File: config.mk
export PLATFORM = sky130hd
export DESIGN_NAME = thermometer_encode
export DESIGN_NICKNAME = d
export VERILOG_FILES = /design/src/rtl/thermometer_pkg.sv /design/src/rtl/thermometer_bubble_fix.sv /design/src/rtl/thermometer_encode.sv
export SDC_FILE = /design/constraint.sdc
export NUM_CORES = 1
export LEC_CHECK = 0
export ABC_AREA = 1
export BUFFER_PORTS_ARGS = -buffer_cell sky130_fd_sc_hd__buf_2
export CAP_MARGIN = 20
export CORE_ASPECT_RATIO = 1.25
export CORE_MARGIN = 2
export CORE_UTILIZATION = 45
export DETAILED_ROUTE_END_ITERATION = 7
export HOLD_SLACK_MARGIN = 0.12
export PLACE_DENSITY = 0.68
export SYNTH_ARGS = -nofsm -noshare
export SYNTH_HDL_FRONTEND = slang
export SYNTH_HIERARCHICAL = 1
export SYNTH_SLANG_ARGS = --single-unit
export TNS_END_PERCENT = 1
File: constraint.sdc
create_clock -name clk -period 1.6 [get_ports clk]
set_input_delay 0.08 -clock clk [delete_from_list [all_inputs] [get_ports clk]]
set_output_delay 0.08 -clock clk [all_outputs]
set_load 0.05 [all_outputs]
File: src/rtl/thermometer_pkg.sv
// Shared thermometer-code constants and helpers, used by both the bar-graph
// decoder and the thermometer-to-level encoder.
package thermometer_pkg;

    localparam int THERM_W         = 16;
    localparam int THERM_LVL_W     = 4;
    localparam int THERM_ERR_CNT_W = 8;

    // Legal code: a non-empty run of ones starting at bit 0, zeros above it.
    function automatic bit is_thermometer(input logic [THERM_W-1:0] code);
        bit seen_zero;
        seen_zero = 1'b0;
        for (int i = 0; i < THERM_W; i++) begin
            if (!code[i]) begin
                seen_zero = 1'b1;
            end else if (seen_zero) begin
                return 1'b0;
            end
        end
        return code[0];
    endfunction

    // Index of the highest set bit; 0 for an all-zero word.
    function automatic logic [THERM_LVL_W-1:0] therm_to_level(input logic [THERM_W-1:0] code);
        logic [THERM_LVL_W-1:0] level;
        level = '0;
        for (int i = 0; i < THERM_W; i++) begin
            if (code[i]) begin
                level = THERM_LVL_W'(i);
            end
        end
        return level;
    endfunction

endpackage

File: src/rtl/thermometer_bubble_fix.sv
// Combinational bubble detector and 3-input majority corrector for a raw
// thermometer word.
module thermometer_bubble_fix
    import thermometer_pkg::*;
#(
    parameter int WIDTH = THERM_W
) (
    input  logic [WIDTH-1:0] raw,
    output logic [WIDTH-1:0] corr,
    output logic             bubble
);

    // Implicit neighbours: a one below bit 0 and a zero above the top bit.
    logic [WIDTH+1:0] ext;
    assign ext = {1'b0, raw, 1'b1};

    always_comb begin
        corr   = '0;
        bubble = 1'b0;
        for (int i = 0; i < WIDTH; i++) begin
            corr[i] = (ext[i] & ext[i+1]) | (ext[i] & ext[i+2]) | (ext[i+1] & ext[i+2]);
        end
        for (int i = 1; i < WIDTH; i++) begin
            if (raw[i] && !raw[i-1]) begin
                bubble = 1'b1;
            end
        end
    end

endmodule

File: src/rtl/thermometer_encode.sv
// Two-stage valid/ready pipeline converting a thermometer code to a level,
// with bubble correction, error flags and a saturating error counter.
module thermometer_encode
    import thermometer_pkg::*;
#(
    parameter int WIDTH     = THERM_W,
    parameter int LVL_W     = THERM_LVL_W,
    parameter int ERR_CNT_W = THERM_ERR_CNT_W
) (
    input  logic                 clk,
    input  logic                 reset,
    input  logic                 in_valid,
    output logic                 in_ready,
    input  logic [WIDTH-1:0]     in_code,
    output logic                 out_valid,
    input  logic                 out_ready,
    output logic [LVL_W-1:0]     out_level,
    output logic                 out_bubble,
    output logic                 out_zero,
    input  logic                 err_clear,
    output logic [ERR_CNT_W-1:0] err_count
);

    logic             s1_valid;
    logic [WIDTH-1:0] s1_corr;
    logic             s1_bubble;

    logic [WIDTH-1:0] fix_corr;
    logic             fix_bubble;

    logic             adv1;
    logic             adv2;

    logic [LVL_W-1:0] enc_level;
    logic             enc_zero;

    logic             err_event;

    thermometer_bubble_fix #(
        .WIDTH (WIDTH)
    ) u_bubble_fix (
        .raw    (in_code),
        .corr   (fix_corr),
        .bubble (fix_bubble)
    );

    // Out stage is the output register itself, so out_valid doubles as s2_valid.
    assign adv2     = !out_valid || out_ready;
    assign adv1     = !s1_valid || adv2;
    assign in_ready = adv1;

    always_ff @(posedge clk or posedge reset) begin
        if (reset) begin
            s1_valid  <= 1'b0;
            s1_corr   <= '0;
            s1_bubble <= 1'b0;
        end else if (adv1) begin
            s1_valid <= in_valid;
            if (in_valid) begin
                s1_corr   <= fix_corr;
                s1_bubble <= fix_bubble;
            end
        end
    end

    always_comb begin
        enc_level = '0;
        enc_zero  = (s1_corr == '0);
        for (int i = 0; i < WIDTH; i++) begin
            if (s1_corr[i]) begin
                enc_level = LVL_W'(i);
            end
        end
    end

    always_ff @(posedge clk or posedge reset) begin
        if (reset) begin
            out_valid  <= 1'b0;
            out_level  <= '0;
            out_bubble <= 1'b0;
            out_zero   <= 1'b0;
        end else if (adv2) begin
            out_valid <= s1_valid;
            if (s1_valid) begin
                out_level  <= enc_level;
                out_bubble <= s1_bubble;
                out_zero   <= enc_zero;
            end
        end
    end

    assign err_event = out_valid && out_ready && (out_bubble || out_zero);

    always_ff @(posedge clk or posedge reset) begin
        if (reset) begin
            err_count <= '0;
        end else if (err_clear) begin
            err_count <= '0;
        end else if (err_event && (err_count != '1)) begin
            err_count <= err_count + ERR_CNT_W'(1);
        end
    end

endmodule
==> flow_results.org <==
** Route
- Antenna-violating nets left :: 0
- After detailed routing, the total wire length is 3711 um.
- The first detailed-routing pass took 5 iterations.
- In the routed design, unresolved DRC markers number 0.
- Via-to-Cell Ratio :: 4.946
- Detailed-route wire length per cell :: 11.11 um
- Detailed routing inserted a total of 1652 vias.
- Iteration-0 DRC Markers :: 51

** Power and ir drop
- Of the total power, the share spent switching nets is 0.3244.
- Internal power component :: 1668 uW
- The share of total power dissipated in sequential elements is 0.414.
- IR analysis of the VDD net gives a maximum drop of 512.0 uV.
- Combinational share of power :: 0.267
- Net Switching :: 801.1 uW
- The share of total power dissipated in the clock network is 0.320.
- Overall power consumption after layout is estimated at 2469 uW.
- In this run the power density over the cells is 1091 mW/mm^2.
- Summed over all cells, the static leakage comes to 0.001080 uW.

** Timing
- Min Tclk post-route :: 1.515 ns
- Clock Skew :: 0.007167 ns
- Final Slew Violations :: 0
- Slew @ Worst Pin :: 0.4040 ns
- In the finished design, the share of the clock period the worst path needs comes to 0.9469.
- In this run the tightest slew margin relative to its limit is 0.7307.
- Hold timing on the final database bottoms out at a slack of 0.1372 ns.
- Max frequency :: 660.1 MHz
- The hold violation total from the final report came to 0.
- Setup_tns :: 0 ns
- Setup violations remaining at the end of the flow were counted as 0.

** GRT
- Antenna violations before repair :: 0
- Global routing finished with a remaining overflow of 0.
- The first global-routing pass estimated 6472 um of wire.
- Entering global routing, the biggest net connects 34 pins.
- The number of global-route vias before repair was 1546.
- For this run, the total global-route usage over all layers was measured as 0.1968.

** Yosys
- Simple logic cell fraction of the synthesized area :: 0.3099
- Xor and xnor area share after synthesis :: 0.004965
- Of the total synthesized cell area, the portion taken by full adders, half adders and majority gates is 0.01277.
- Number of enable-type register cells in the synthesized netlist :: 0
- During synthesis, Yosys emitted a total of 6 warnings.
- After synthesis the cells add up to 0.001764 mm^2.
- The number of different library cells used by synthesis comes to 30.
- Among all flip-flop cells after synthesis, the most frequent one is sky130_fd_sc_hd__dfrtp_1.
- After synthesis, the share of flip-flops with an asynchronous set or reset is 1.000.
- Post-synthesis register bit count :: 33
- The average instance in the mapped netlist occupies 7.806 um^2.
- Post-synthesis mux area share :: 0.02553
- Synthesized-area fraction occupied by ao, oa, aoi and oai cells :: 0.1135
- For this run, the register share of the synthesized area comes to 0.4681.
- Main combinational cell family by area after synthesis :: simple AND/OR/NAND/NOR gates
- Synthesis produced a netlist whose cell count is 226.
- Nets in the synthesized netlist :: 248

** Layout
- The repair_antennas step left the layout with diodes totalling 0.
- The count of cells in the finished layout, fillers not included, comes to 334.
- Net count reported at finish :: 301
- Relative to the synthesized area, the layout overhead comes to 28.30%.
- Layout cell share with drive strength beyond 1 :: 0.3036
- The filler cells instantiated in the layout total 379.

** Worst setup path
- Worst endpoint data arrival time :: 1.72 ns
- In this run the critical register-to-register path is launched from err_count[1].
- Worst Setup Path Type :: register to register
- The critical path starts at err_count[1].
- Critical path endpoint category :: register
- Startpoint type of the worst setup path :: register
- Worst reg2reg path depth :: 10
- Along the worst path, the maximum fanout reaches 4.
- Required time at the worst-slack endpoint :: 1.80 ns

** Min path
- The startpoint identified for the worst hold timing path is in_code[0].
- Worst hold path stage count :: 3
- In this run the worst hold path is classified as input pin to register.

** Floorplanning
- During I/O placement, the number of pins put on the boundary was 37.
- For this configuration, the core starts out at a cell density of 0.4661.
- The initialized floorplan defines 25 standard-cell rows.
- Die Area :: 0.004441 mm^2
- Chip width :: 60.01 um
- The total area inside the core boundary comes to 0.003785 mm^2.
- Measured along the y axis, the die boundary spans 74.01 um.

** Run
- Max Cap Viol :: 0

** Clock network
- The tree built by TritonCTS fans out to 33 sinks.
- Clock tree synthesis selected as its root buffer the cell sky130_fd_sc_hd__clkbuf_8.
- Clock latency at the later pin of the worst-skew pair :: 0.28 ns
- CTS Buf Count :: 5
- Clock-pin slew on the worst setup and hold paths :: 0.07 ns
- Clock Path Buffers :: 2
- CTS built an H-tree with a depth of 2.
- TritonCTS clock tree :: yes

** Run status
- Result of the run :: finished, final reports clean

** Placed design
- Final GP Congestion :: 0.8509
- HPWL Detailed :: 2817 um
- Placed cells :: 319
- The count of buffers added on input and output ports is 36.
## cells in the mapped netlist, types with 3 or more instances
library cell	n	area (um^2)
sky130_fd_sc_hd__nor2_1	21	78.83
sky130_fd_sc_hd__nor2_2	3	18.77
sky130_fd_sc_hd__o21ai_0	8	40.04
sky130_fd_sc_hd__mux2_1	4	45.04
sky130_fd_sc_hd__inv_1	13	48.80
sky130_fd_sc_hd__nand3_1	22	110.1
sky130_fd_sc_hd__a21oi_1	18	90.09
sky130_fd_sc_hd__nor4_1	3	18.77
sky130_fd_sc_hd__dfrtp_1	33	825.8
sky130_fd_sc_hd__nand3_2	3	30.03
sky130_fd_sc_hd__o21ai_1	5	25.02
sky130_fd_sc_hd__inv_2	13	48.80
sky130_fd_sc_hd__nand2_1	60	225.2
## power by group through the flow
stage	Combinational (uW)	Sequential, uW	Clock [uW]
6_report	659	1020	789
5_1_grt	745	1030	850
4_1_cts	639	1020	809
3_5_place_dp	631	1030	0
3_3_place_gp	625	1030	0
2_1_floorplan	306	1170	0
## final timing paths
path / endpoint / slack (ns)
max: err_count[6] / 0.08
min: s1_corr[0] / 0.14
min reg2reg: out_bubble / 0.49
max reg2reg: err_count[6] / 0.08
max in group asynchronous: err_count[1] / 0.87
min in group asynchronous: err_count[0] / 0.42
## sequential cells by signal (all words and copies together) (netlist names)
name and count:
s1_bubble 1, out_zero 1, out_valid 1, err_count 8
s1_corr 16, s1_valid 1, out_level 4, out_bubble 1
## cell families (layout without fill, tap and decap cells)
| family | after synthesis | in the layout |
|---|---|---|
| AND/OR/NAND/NOR | 120 | 120 |
| multiplexers | 4 | 4 |
| flip-flops | 33 | 33 |
| XOR/XNOR | 1 | 1 |
| AO/OA/AOI/OAI | 36 | 36 |
| buffers and inverters | 30 | 84 |
| adder cells (fa/ha/maj) | 2 | 2 |
## metal layers
layer  wire, um  up-vias  part of all wire  track usage
li1           -      846                 -            -
met1       1552      758              0.42       0.2300
met2       1928       42              0.52       0.3333
met3        161        6             0.043      0.04870
met4         69        0             0.019      0.09630
met5          0        -                 0            0
## cell usage in the layout (no fill, tap or decap), types with 2 or more instances in the layout
cell / count
sky130_fd_sc_hd__nand2_1: 59
sky130_fd_sc_hd__buf_2: 36
sky130_fd_sc_hd__dfrtp_1: 30
sky130_fd_sc_hd__nor2_1: 21
sky130_fd_sc_hd__nand3_1: 21
sky130_fd_sc_hd__a21oi_1: 18
sky130_fd_sc_hd__inv_1: 13
sky130_fd_sc_hd__inv_2: 13
sky130_fd_sc_hd__buf_4: 9
sky130_fd_sc_hd__o21ai_0: 8
sky130_fd_sc_hd__clkbuf_8: 6
sky130_fd_sc_hd__o21ai_1: 5
sky130_fd_sc_hd__mux2_1: 4
sky130_fd_sc_hd__nand3_2: 3
sky130_fd_sc_hd__nand2_2: 3
sky130_fd_sc_hd__nor2_2: 3
sky130_fd_sc_hd__nor4_1: 3
sky130_fd_sc_hd__dfrtp_2: 3
sky130_fd_sc_hd__dlygate4sd3_1: 3
sky130_fd_sc_hd__a31oi_1: 2
## per-stage QoR
| stage | area (um^2) | setup WS, ns | utilization |
|---|---|---|---|
| global placement | 2072 | 0.1232 | 0.5474 |
| floorplan | 1780 | -0.06475 | - |
| finish | 2263 | 0.08497 | 0.5980 |
| CTS | 2218 | 0.05166 | 0.5861 |
| global route | 2263 | -0.008067 | 0.5980 |
| detailed placement | 2072 | 0.06662 | 0.5474 |
## layout make-up
type	instances	area (um^2)	share of cell area
multi-input combinational	163	850.8	0.3759
timing repair buffer	49	297.8	0.1316
tap	54	67.56	0.02985
clock inverter	1	30.03	0.01327
sequential	33	829.5	0.3665
inverter	27	101.3	0.04478
clock buffer	7	86.33	0.03814
## critical path: stages, from the launching register on
cell                      delay, ns
sky130_fd_sc_hd__dfrtp_2       0.43
sky130_fd_sc_hd__ha_4          0.17
sky130_fd_sc_hd__nand2_2       0.08
sky130_fd_sc_hd__nor2_2        0.05
sky130_fd_sc_hd__nand3_2       0.08
sky130_fd_sc_hd__nand2_4       0.08
sky130_fd_sc_hd__nor2_4        0.15
sky130_fd_sc_hd__nand3_2       0.08
sky130_fd_sc_hd__o21ai_1       0.13
sky130_fd_sc_hd__nand2_1       0.06
sky130_fd_sc_hd__a31oi_1       0.13
## timing repair
action                                  4_1_cts  5_1_grt
gates resized for setup                       0        3
endpoints found under the hold margin        38        0
buffers inserted                              0        4
hold buffers                                  3        0
endpoints found under the setup margin        0        2
(Power assumes the default switching activity.)
